`src/rtl/match_pkg.sv`:
```
// Shared state encoding and default game parameters for the tug-of-war match scheduler.
package match_pkg;

  typedef enum logic [2:0] {
    IDLE      = 3'd0,
    PULL      = 3'd1,
    CHECK     = 3'd2,
    SPEED_REQ = 3'd3,
    SPEED_RUN = 3'd4,
    OVER      = 3'd5
  } state_t;

  localparam int unsigned WIN_SCORE_DEF     = 3;
  localparam int unsigned SPEED_EVERY_DEF   = 2;
  localparam int unsigned SW_DEF            = 4;
  localparam int unsigned SPEED_TIMEOUT_DEF = 16;

endpackage

```
`src/rtl/score_counter.sv`:
```
// One player's score: register with synchronous clear and increment.
module score_counter #(
  parameter int unsigned W = 4
) (
  input  logic         clk,
  input  logic         rst,
  input  logic         clr,
  input  logic         inc,
  output logic [W-1:0] count
);

  always_ff @(posedge clk or negedge rst) begin
    if (!rst) begin
      count <= '0;
    end else if (clr) begin
      count <= '0;
    end else if (inc) begin
      count <= count + W'(1);
    end
  end

endmodule

```
`src/rtl/match_scheduler.sv`:
```
// Round sequencer for the tug-of-war game: pull rounds, periodic speed rounds, scoring, winner.
// Optional macro SPEED_TIMEOUT_EN aborts a speed round after SPEED_TIMEOUT slow ticks.
module match_scheduler
  import match_pkg::*;
#(
  parameter int unsigned WIN_SCORE     = WIN_SCORE_DEF,
  parameter int unsigned SPEED_EVERY   = SPEED_EVERY_DEF,
  parameter int unsigned SW            = SW_DEF,
  parameter int unsigned SPEED_TIMEOUT = SPEED_TIMEOUT_DEF
) (
  input  logic          clk,
  input  logic          rst,
  input  logic          slowen1024,
  input  logic          start,
  input  logic          pull_done,
  input  logic          pull_right,
  input  logic          winspeed,
  input  logic          speed_right,
  input  logic          speed_tie,
  input  logic          speed_exit,
  output logic          pull_round,
  output logic          speed_round,
  output logic [SW-1:0] score_left,
  output logic [SW-1:0] score_right,
  output logic          match_over,
  output logic          winner_right,
  output logic          speed_timeout
);

  localparam int unsigned PCW = (SPEED_EVERY > 1) ? $clog2(SPEED_EVERY + 1) : 1;
  localparam int unsigned TW  = SW + 1;

  state_t         state;
  state_t         state_next;
  logic [PCW-1:0] pull_cnt;
  logic           scored;
  logic           timeout_hit;
  logic           clr_scores;
  logic           inc_left;
  logic           inc_right;
  logic           pull_cnt_clr;
  logic           pull_cnt_inc;
  logic           pull_round_d;
  logic           speed_round_d;
  logic           match_over_d;
  logic           winner_right_d;
  logic           speed_timeout_d;

`ifdef SPEED_TIMEOUT_EN
  logic [TW-1:0] tick_cnt;

  // Slow-tick count for the current speed round; saturates at the limit.
  always_ff @(posedge clk or negedge rst) begin
    if (!rst) begin
      tick_cnt <= '0;
    end else if (state != SPEED_RUN) begin
      tick_cnt <= '0;
    end else if (slowen1024 && (tick_cnt != TW'(SPEED_TIMEOUT))) begin
      tick_cnt <= tick_cnt + TW'(1);
    end
  end

  assign timeout_hit = (state == SPEED_RUN) && (tick_cnt == TW'(SPEED_TIMEOUT)) && !speed_exit;
`else
  logic unused_timeout;
  assign unused_timeout = slowen1024 | (TW'(SPEED_TIMEOUT) == '0);
  assign timeout_hit    = 1'b0;
`endif

  always_ff @(posedge clk or negedge rst) begin
    if (!rst) begin
      state <= IDLE;
    end else begin
      state <= state_next;
    end
  end

  always_comb begin
    state_next      = state;
    clr_scores      = 1'b0;
    inc_left        = 1'b0;
    inc_right       = 1'b0;
    pull_cnt_clr    = 1'b0;
    pull_cnt_inc    = 1'b0;
    speed_timeout_d = 1'b0;
    case (state)
      IDLE: begin
        if (start) begin
          clr_scores   = 1'b1;
          pull_cnt_clr = 1'b1;
          state_next   = PULL;
        end
      end
      PULL: begin
        if (pull_done) begin
          inc_right    = pull_right;
          inc_left     = !pull_right;
          pull_cnt_inc = 1'b1;
          state_next   = CHECK;
        end
      end
      CHECK: begin
        if ((score_left == SW'(WIN_SCORE)) || (score_right == SW'(WIN_SCORE))) begin
          state_next = OVER;
        end else if (pull_cnt == PCW'(SPEED_EVERY)) begin
          pull_cnt_clr = 1'b1;
          state_next   = SPEED_REQ;
        end else begin
          state_next = PULL;
        end
      end
      SPEED_REQ: begin
        state_next = SPEED_RUN;
      end
      SPEED_RUN: begin
        // Only the first result of a round scores; a tie scores nobody.
        if (winspeed && !scored && !timeout_hit && !speed_tie) begin
          inc_right = speed_right;
          inc_left  = !speed_right;
        end
        if (speed_exit) begin
          state_next = CHECK;
        end else if (timeout_hit) begin
          state_next      = CHECK;
          speed_timeout_d = 1'b1;
        end
      end
      OVER: begin
        if (start) begin
          state_next = IDLE;
        end
      end
      default: begin
        state_next = IDLE;
      end
    endcase

    // Scores are stable in CHECK, so the winner is known on entry to OVER.
    pull_round_d   = (state_next == PULL);
    speed_round_d  = (state_next == SPEED_REQ);
    match_over_d   = (state_next == OVER);
    winner_right_d = (state_next == OVER) && (score_right == SW'(WIN_SCORE));
  end

  always_ff @(posedge clk or negedge rst) begin
    if (!rst) begin
      pull_cnt      <= '0;
      scored        <= 1'b0;
      pull_round    <= 1'b0;
      speed_round   <= 1'b0;
      match_over    <= 1'b0;
      winner_right  <= 1'b0;
      speed_timeout <= 1'b0;
    end else begin
      if (pull_cnt_clr) begin
        pull_cnt <= '0;
      end else if (pull_cnt_inc) begin
        pull_cnt <= pull_cnt + PCW'(1);
      end
      scored        <= (state == SPEED_RUN) && (scored || winspeed);
      pull_round    <= pull_round_d;
      speed_round   <= speed_round_d;
      match_over    <= match_over_d;
      winner_right  <= winner_right_d;
      speed_timeout <= speed_timeout_d;
    end
  end

  score_counter #(.W(SW)) u_score_left (
    .clk   (clk),
    .rst   (rst),
    .clr   (clr_scores),
    .inc   (inc_left),
    .count (score_left)
  );

  score_counter #(.W(SW)) u_score_right (
    .clk   (clk),
    .rst   (rst),
    .clr   (clr_scores),
    .inc   (inc_right),
    .count (score_right)
  );

endmodule

```
`config.mk`:
```
export PLATFORM = sky130hd
export DESIGN_NAME = match_scheduler
export DESIGN_NICKNAME = d
export VERILOG_FILES = /design/src/rtl/match_pkg.sv /design/src/rtl/score_counter.sv /design/src/rtl/match_scheduler.sv
export SDC_FILE = /design/constraint.sdc
export NUM_CORES = 1
export LEC_CHECK = 0
export ABC_AREA = 1
export CORE_MARGIN = 3
export CORE_UTILIZATION = 30
export CTS_CLUSTER_SIZE = 12
export DETAILED_ROUTE_END_ITERATION = 10
export GPL_TIMING_DRIVEN = 0
export PLACE_DENSITY_LB_ADDON = 0.15
export SLEW_MARGIN = 20
export SYNTH_ARGS = -nofsm -noshare
export SYNTH_HDL_FRONTEND = slang
export SYNTH_SLANG_ARGS = --single-unit
```
`constraint.sdc`:
```
create_clock -name clk -period 1.5 [get_ports clk]
set_input_delay 0.375 -clock clk [delete_from_list [all_inputs] [get_ports clk]]
set_output_delay 0.375 -clock clk [all_outputs]
set_load 0.05 [all_outputs]
```
Word-level counts from Yosys, hierarchy flattened
Index checks and enable logic that the tools add are counted.

Bits of input ports: 10. Bits in registers: 18. Logic and storage cells: 63. Output and inout port bits: 13.

Reduce and logical (&&, ||, !) cells: 14. Equality and inequality tests: 11. Mux-type cells: 26. Add/sub/neg operators: 3.

Operators with widths (count): 3-bit one-hot mux with 6 select lines (1); 4-bit 2-to-1 mux (4); 3-bit 2-to-1 mux (5); 1-bit 2-to-1 mux (10); 3-bit by 2-bit == test with 1-bit output, second input constant (3); 3-bit == test, second input constant (3); 4-bit by 1-bit adder with 4-bit output, second input constant (2); 4-bit by 2-bit == test with 1-bit output, second input constant (2); 3-bit by 1-bit == test with 1-bit output, second input constant (2); 2-bit 2-to-1 mux (3); 1-bit one-hot mux with 2 select lines (3); 2-bit nonzero test (3); 1-bit logical AND (4); 1-bit logical NOT (4); 3-bit logical NOT (1); 2-bit by 1-bit adder with 2-bit output, second input constant (1); 2-bit == test, second input constant (1); 1-bit logical OR (2).

Depth between registers and ports, before layout
Gate-level depths: netlist of run 1.

Depth after elaboration: 7. Gate-level depth with buffers: 9. Gate-level depth less buffers: 9.

Modules after synthesis
A second synthesis of run 1 with hierarchy kept.

Cells, all modules: 123. Area, all modules: 989.7 µm².

By module, submodules not included: match_scheduler (area each 586.8 µm², cells an instance 75, seq. area each 250.2 µm², times used 1); score_counter (area each 201.4 µm², cells an instance 24, seq. area each 100.1 µm², times used 2).

Least setup slack after synthesis of run 1
OpenSTA, ideal clock, no wires.

Path type: flip-flop to flip-flop. Start: reg u_score_right.count[0]. End: reg winner_right. Data required time: 1.428 ns. Cell stages (with the launch flop): 8. Setup time: 0.072 ns. Period minus slack after synthesis: 1.507 ns. Path slack: -0.007 ns. Data arrival time: 1.435 ns. Path buffers: 0. Cells stage by stage: dfrtp_1 ha_1 nand2_1 nand2_1 nor2_1 nor2_1 nand3_1 nor2_1.

Longest elaborated chain between the ends: 6.

RTL lines: from (decl) (line score_counter.sv:9) `output logic [W-1:0] count`; from (signal assigned) (line score_counter.sv:18) `count <= count + W'(1);`; 4-bit by 2-bit == test with 1-bit output (*) (line match_scheduler.sv:103, match_scheduler.sv:142); 1-bit logical OR (line match_scheduler.sv:103) `if ((score_left == SW'(WIN_SCORE)) || (score_right == SW'(WIN_SCORE))) begin`; 3-bit 2-to-1 mux (line match_scheduler.sv:103); 3-bit one-hot mux with 6 select lines (line match_scheduler.sv:86) `case (state)`; 3-bit == test (line match_scheduler.sv:142) `winner_right_d = (state_next == OVER) && (score_right == SW'(WIN_SCORE));`; 1-bit logical AND (*) (line match_scheduler.sv:142); named net winner_right_d (line match_scheduler.sv:46) `logic winner_right_d;`; to (signal assigned) (line match_scheduler.sv:164) `winner_right <= winner_right_d;`; to (decl) (line match_scheduler.sv:26) `output logic winner_right,`.

Mark *: on every way through the listed nets, which the timed path passes. The rest lies on a longest branch. A chain may end at the register's enable or synchronous reset.

Final worst setup path of run 1
Start: reg u_score_right.count[1]. End: out score_right[1].

RTL lines: to (decl) (line match_scheduler.sv:24) `output logic [SW-1:0] score_right,`.

No word-level cell between the ends.

==> results_dict.tcl, run 1 <==
set metrics [dict create \
    wl_per_cell_um 11.46 \
    cts_buffer_depth 2 \
    tritoncts "done" \
    timing.fmax_ghz 0.6884 \
    n_fill_cell 296 \
    avgSynthCellArea_um2 8.160 \
    clock-sinks 18 \
    r2r_end "winner_right" \
    num_vias 853 \
    dr.pass1.iters 5 \
    antenna_cells 0 \
    syn_inst 117 \
    hold_start "scored" \
    cp.arrival_ns 1.08 \
    synth.top_cell.area_share_pct 47.18 \
    synth_area_leader_cell "dfrtp_1" \
    synthesis.area_um2 954.7 \
    routed_wl_um 2120 \
    syn2layout_area_growth_pct 31.19 \
    finalHoldViolations 0 \
    total_power_uw 1967 \
    grt_pass1_wl_um 3650 \
    place_congestion 0.8430 \
    grt_overflow 0 \
    antenna_found_initial 0 \
    rsz0062_at_grt "true" \
    ys.flop_type "dfrtp_1" \
    min_period_ns 1.453 \
    grt_pass1_vias 821 \
    yosysMostFrequentCell "nand2_1" \
    crit_slowest_cell "dfrtp_1" \
    path_cells "clkdlybuf4s15_2" \
    reg2reg_slack_ns 0.13 \
    cp-start-kind "flop" \
    crit_required_ns 1.12 \
    ir_drop_uv 740.4 \
    maxCapViolCount 0 \
    drive_above_1_share_pct 25.17 \
    seq_area_frac_synth_pct 47.18 \
    grt_use_total_pct 11.52 \
    hold_path_depth 1 \
    regArea_um2 451.7 \
    setup_viol 0 \
    synthTopCellsByCount "nand2_1, dfrtp_1, nor2_1, inv_1, nand3_1" \
    dr_wl_met2_um 950 \
    worstSetupEndpointType "output pin" \
    ctsHoldBuffers 0 \
    stdcell_area_um2 1252 \
    async_flop_share_pct 100.0 \
    fin_cells 185 \
    die_area_um2 3895 \
    cts_buffers 3 \
    power_density_nw_per_um2 1571 \
    wl_met1_um 1047 \
    path_delay_family "flip-flops" \
    wl_met3_um 106 \
    dr.first_iter.drc_count 29 \
    fin_nets 157 \
    status "finished, final reports clean" \
    avgViaCountPerCell 4.611 \
    crit_type "flop to output pin" \
    yosys-top-cells-area "dfrtp_1, nand2_1, nand4_1" \
    postRouteAntennaNets 0 \
    drc 0 \
    hold_path_class "flop to flop" \
    core.rowCount 19 \
    mappedNetlistNets 130 \
    start_util_pct 32.92 \
    min_to "scored" \
    cts_root_buf "clkbuf_4" \
    synthDistinctLibCells 22 \
    dp.cells 179 \
    core-area_um2 2900 \
    p_leak_uw 0.0006740 \
    ys_ff_latch 18 \
    die_h_um 62.41 \
    synth-warning-count 0 \
    slowest_delay_ns 0.40 \
    slew_violations 0 \
    r2r_start "u_score_right.count[0]" \
    worstPathMaxFanout 3 \
    multi_input_comb_area_um2 456.7 \
    skew_ns 0.009437 \
    placed_cell_area_um2 1209 \
    post-route-period-util_pct 96.84 \
    reg2reg_depth 7 \
    die-width_um 62.41 \
    dpl.hpwl_um 1539 \
    tightest_slew_ns 0.8660 \
    port_buffers 20 \
    boundaryPins 23 \
    crit_buf_inv 1 \
    clk_pin_slew_worst_paths_ns 0.11 \
    synth_edf_count 0 \
    grt_max_degree 19 \
    htreeDepth 1 \
    clock_latency_ns 0.30 \
    maxSlewHeadroom_pct 42.09 \
    top_layer_used "met4" \
]
==> worst max-delay path by stage <==
stage                              to  cells past startpoint                    from
2_1_floorplan            winner_right                      7   u_score_left.count[0]
3_3_place_gp   u_score_right.count[0]                      8                winspeed
3_5_place_dp   u_score_right.count[0]                      8                winspeed
4_1_cts                 score_left[0]                      1   u_score_left.count[0]
5_1_grt                  winner_right                      7   u_score_left.count[0]
6_report               score_right[1]                      1  u_score_right.count[1]
==> routing by layer <==
layer,vias up,GRT usage (%)
met1,402,14.98
met3,2,3.957
li1,428,-
met5,-,0
met4,0,3.857
met2,21,17.84
==> layout by cell type, fill, tap and decap left out, drive strengths merged <==
cell type,count
ha,3
clkdlybuf4s15,5
xor2,2
nor2,16
nor3,3
o21a,1
clkdlybuf4s50,8
nand3,13
xnor2,2
clkbuf,4
dfrtp,18
nand2,28
buf,11
or2,1
o21ai,1
inv,15
a21oi,1
nand4,10
conb,1
==> sequential cells by signal, indices dropped and copies added, names as in the netlist <==
| register | flops |
|---|---|
| u_score_left.count | 4 |
| u_score_right.count | 4 |
| state | 3 |
| pull_cnt | 2 |
| match_over | 1 |
| pull_round | 1 |
| scored | 1 |
| speed_round | 1 |
| winner_right | 1 |
==> where the power goes <==
| group | switching [uW] | internal, uW |
|---|---|---|
| combinational | 641 | 282 |
| sequential | 128 | 612 |
| clock | 157 | 148 |
| total | 925 | 1040 |
==> per-stage QoR <==
step | setup TNS, ns | setup slack [ns] | util (%) | hold slack (ns)
CTS | 0 | 0.002420 | 42.80 | 0.4933
global placement | -2.186 | -0.2316 | 41.67 | 0.4669
finish | 0 | 0.04740 | 43.18 | 0.5071
floorplan | 0 | 0.002943 | - | 0.07941
detailed placement | -2.596 | -0.2442 | 41.67 | 0.4686
global route | -0.03893 | -0.03893 | 43.18 | 0.5262
==> cell type report <==
class | instances | share of cell area, %
inverters | 15 | 4.496
clock buffers | 4 | 2.897
repair buffers | 22 | 14.89
plain buffers | 2 | 0.9990
multi-input cells | 82 | 36.46
flip-flops and latches | 18 | 36.06
well taps | 42 | 4.196
==> kinds of logic (layout without fill, tap and decap cells) <==
kind of cell | after synthesis | count (layout) | synth area share (%)
other cells | 1 | 1 | 0.3928
buf+inv | 17 | 43 | 7.208
simple gates | 71 | 71 | 35.78
flops | 18 | 18 | 47.18
compound gates | 3 | 3 | 1.834
fa+ha+maj | 3 | 3 | 3.932
xor+xnor | 4 | 4 | 3.670
==> repair_timing <==
action	in CTS	in global routing
setup buffers	0	2
pin swaps	0	1
endpoints found under the setup margin	12	11
gates resized for setup	42	13
Power figures use the tool's default switching activity.
==> run 2, diff against run 1 <==
--- a/config.mk
+++ b/config.mk
@@ -6,12 +6,14 @@
 export NUM_CORES = 1
 export LEC_CHECK = 0
 export ABC_AREA = 1
+export ABC_CLOCK_PERIOD_IN_PS = 1500
 export CORE_MARGIN = 3
 export CORE_UTILIZATION = 30
 export CTS_CLUSTER_SIZE = 12
 export DETAILED_ROUTE_END_ITERATION = 10
 export GPL_TIMING_DRIVEN = 0
 export PLACE_DENSITY_LB_ADDON = 0.15
+export SKIP_CTS_REPAIR_TIMING = 1
 export SLEW_MARGIN = 20
 export SYNTH_ARGS = -nofsm -noshare
 export SYNTH_HDL_FRONTEND = slang
==> results_dict.tcl, run 2 (synthesis gave the netlist of run 1 again) <==
set metrics [dict create \
    skew_ns 0.01246 \
    maxSlewHeadroom_pct 41.81 \
    drive_above_1_share_pct 25.00 \
    cp.arrival_ns 1.07 \
    seqPwrFrac_pct 36.9 \
    setup_viol 0 \
    start_util_pct 32.92 \
    hold_path_class "flop to flop" \
    wl_per_cell_um 11.48 \
    grt_max_degree 19 \
    worstPathMaxFanout 3 \
    dr.pass1.iters 4 \
    clock_latency_ns 0.30 \
    whs_ns 0.5055 \
    dr.first_iter.drc_count 27 \
    timing.fmax_ghz 0.6899 \
    worstSetupEndpointType "output pin" \
    finalHoldViolations 0 \
    final_common_cell "nand2_1" \
    cts_root_buf "clkbuf_4" \
    core-area_um2 2900 \
    p_switching_uw 935.0 \
    setup_ws_ns 0.05042 \
    slew_violations 0 \
    syn2layout_area_growth_pct 32.50 \
    status "finished, final reports clean" \
    maxCapViolCount 0 \
    fin_nets 158 \
    crit_type "flop to output pin" \
    cts_buffers 3 \
    cp-start-kind "flop" \
    grt_use_total_pct 11.48 \
    num_vias 845 \
    drc 0 \
    crit_required_ns 1.12 \
    antenna_found_initial 0 \
    n_fill_cell 298 \
    tritoncts "done" \
    stdcell_area_um2 1265 \
    die_h_um 62.41 \
    post-route-period-util_pct 96.64 \
    ir_drop_uv 745.6 \
    tightest_slew_ns 0.8701 \
    min_period_ns 1.450 \
    postRouteAntennaNets 0 \
    switching_share_pct 46.70 \
    cts_buffer_depth 2 \
    avgViaCountPerCell 4.543 \
    die_area_um2 3895 \
    port_buffers 20 \
    core.rowCount 19 \
    layout_common_cells "nand2_1, dfrtp_1, inv_1, nor2_1, nand3_1" \
    dpl.hpwl_um 1539 \
    reg2reg_slack_ns 0.13 \
    p_leak_uw 0.0007412 \
    multi_input_comb_area_um2 461.7 \
    combPwrFrac_pct 47.9 \
    antenna_cells 0 \
    pwr-share-clk_pct 15.2 \
    routed_wl_um 2135 \
    grt_pass1_vias 821 \
    pre_cts_slack_ns -0.2442 \
    clk_pin_slew_worst_paths_ns 0.11 \
    total_power_uw 2002 \
    grt_pass1_wl_um 3636 \
    place_congestion 0.8430 \
    grt_overflow 0 \
    boundaryPins 23 \
    power_density_nw_per_um2 1583 \
    htreeDepth 1 \
    regArea_um2 452.9 \
    p_int_uw 1067 \
    die-width_um 62.41 \
    clock-sinks 18 \
    reg_top3 "u_score_left.count x4, u_score_right.count x4, state x3" \
    placed_cell_area_um2 1209 \
]
## run 2: changes by cell type in the layout (fill, tap and decap cells not counted)
| cell | change |
|---|---|
| dfrtp_1 | -1 |
| buf_4 | +1 |
| nand2_1 | -1 |
| dfrtp_2 | +1 |
| nand2_2 | +1 |
| buf_2 | -7 |
| clkbuf_2 | +8 |
| nor2_1 | -1 |
| nor2_2 | +1 |
| clkdlybuf4s15_2 | -5 |
| dlymetal6s2s_1 | +4 |
## run 2: final timing paths
path | startpoint | to | cells after the start
worst max-delay path | u_score_right.count[1] | score_right[1] | 2
worst min-delay path | scored | scored | 1
worst max register to register | state[1] | u_score_left.count[0] | 6
worst min register to register | scored | scored | 1
max in group asynchronous | rst | state[1] | 1
min in group asynchronous | rst | speed_round | 1
## run 2: layout make-up
type / count / area share [%]
buffer: 2 / 0.9891
clock buffer: 4 / 2.868
inverter: 15 / 4.451
multi-input combinational: 82 / 36.50
sequential: 18 / 35.81
tap: 42 / 4.154
timing repair buffer: 23 / 15.23
## run 2: layer usage
metal  routed length (um)  track usage (%)
met5                    0                0
met4                   17            3.857
met3                  123            3.957
met2                  959            17.84
met1                 1035            14.86
## run 2: critical path, cell delays in order (launching register included)
cell      delay, ns
dfrtp_1        0.41
buf_4          0.14
clkbuf_2       0.22
## run 2: through the flow
step                       TNS (ns)  utilization, %  std cells
final                             0           43.62        186
after global routing      -0.007232           43.62        186
after CTS                    -4.744           42.92        183
after detailed placement     -2.596           41.67        179
after global placement       -2.186           41.67        179
after floorplan                   0               -        117
## run 2: power by group through the flow
stage	logic, uW	registers [uW]	clock network, uW
6_report	960	739	304
5_1_grt	1070	763	331
4_1_cts	946	735	314
3_5_place_dp	941	747	0
3_3_place_gp	928	742	0
2_1_floorplan	399	993	0
==> run 3, diff against run 2 <==
--- a/config.mk
+++ b/config.mk
@@ -9,7 +9,7 @@
 export ABC_CLOCK_PERIOD_IN_PS = 1500
 export CORE_MARGIN = 3
 export CORE_UTILIZATION = 30
-export CTS_CLUSTER_SIZE = 12
+export CTS_CLUSTER_SIZE = 10
 export DETAILED_ROUTE_END_ITERATION = 10
 export GPL_TIMING_DRIVEN = 0
 export PLACE_DENSITY_LB_ADDON = 0.15
==> results of run 3 <==
Final layout, timing and power as in run 2 (identical DEF).
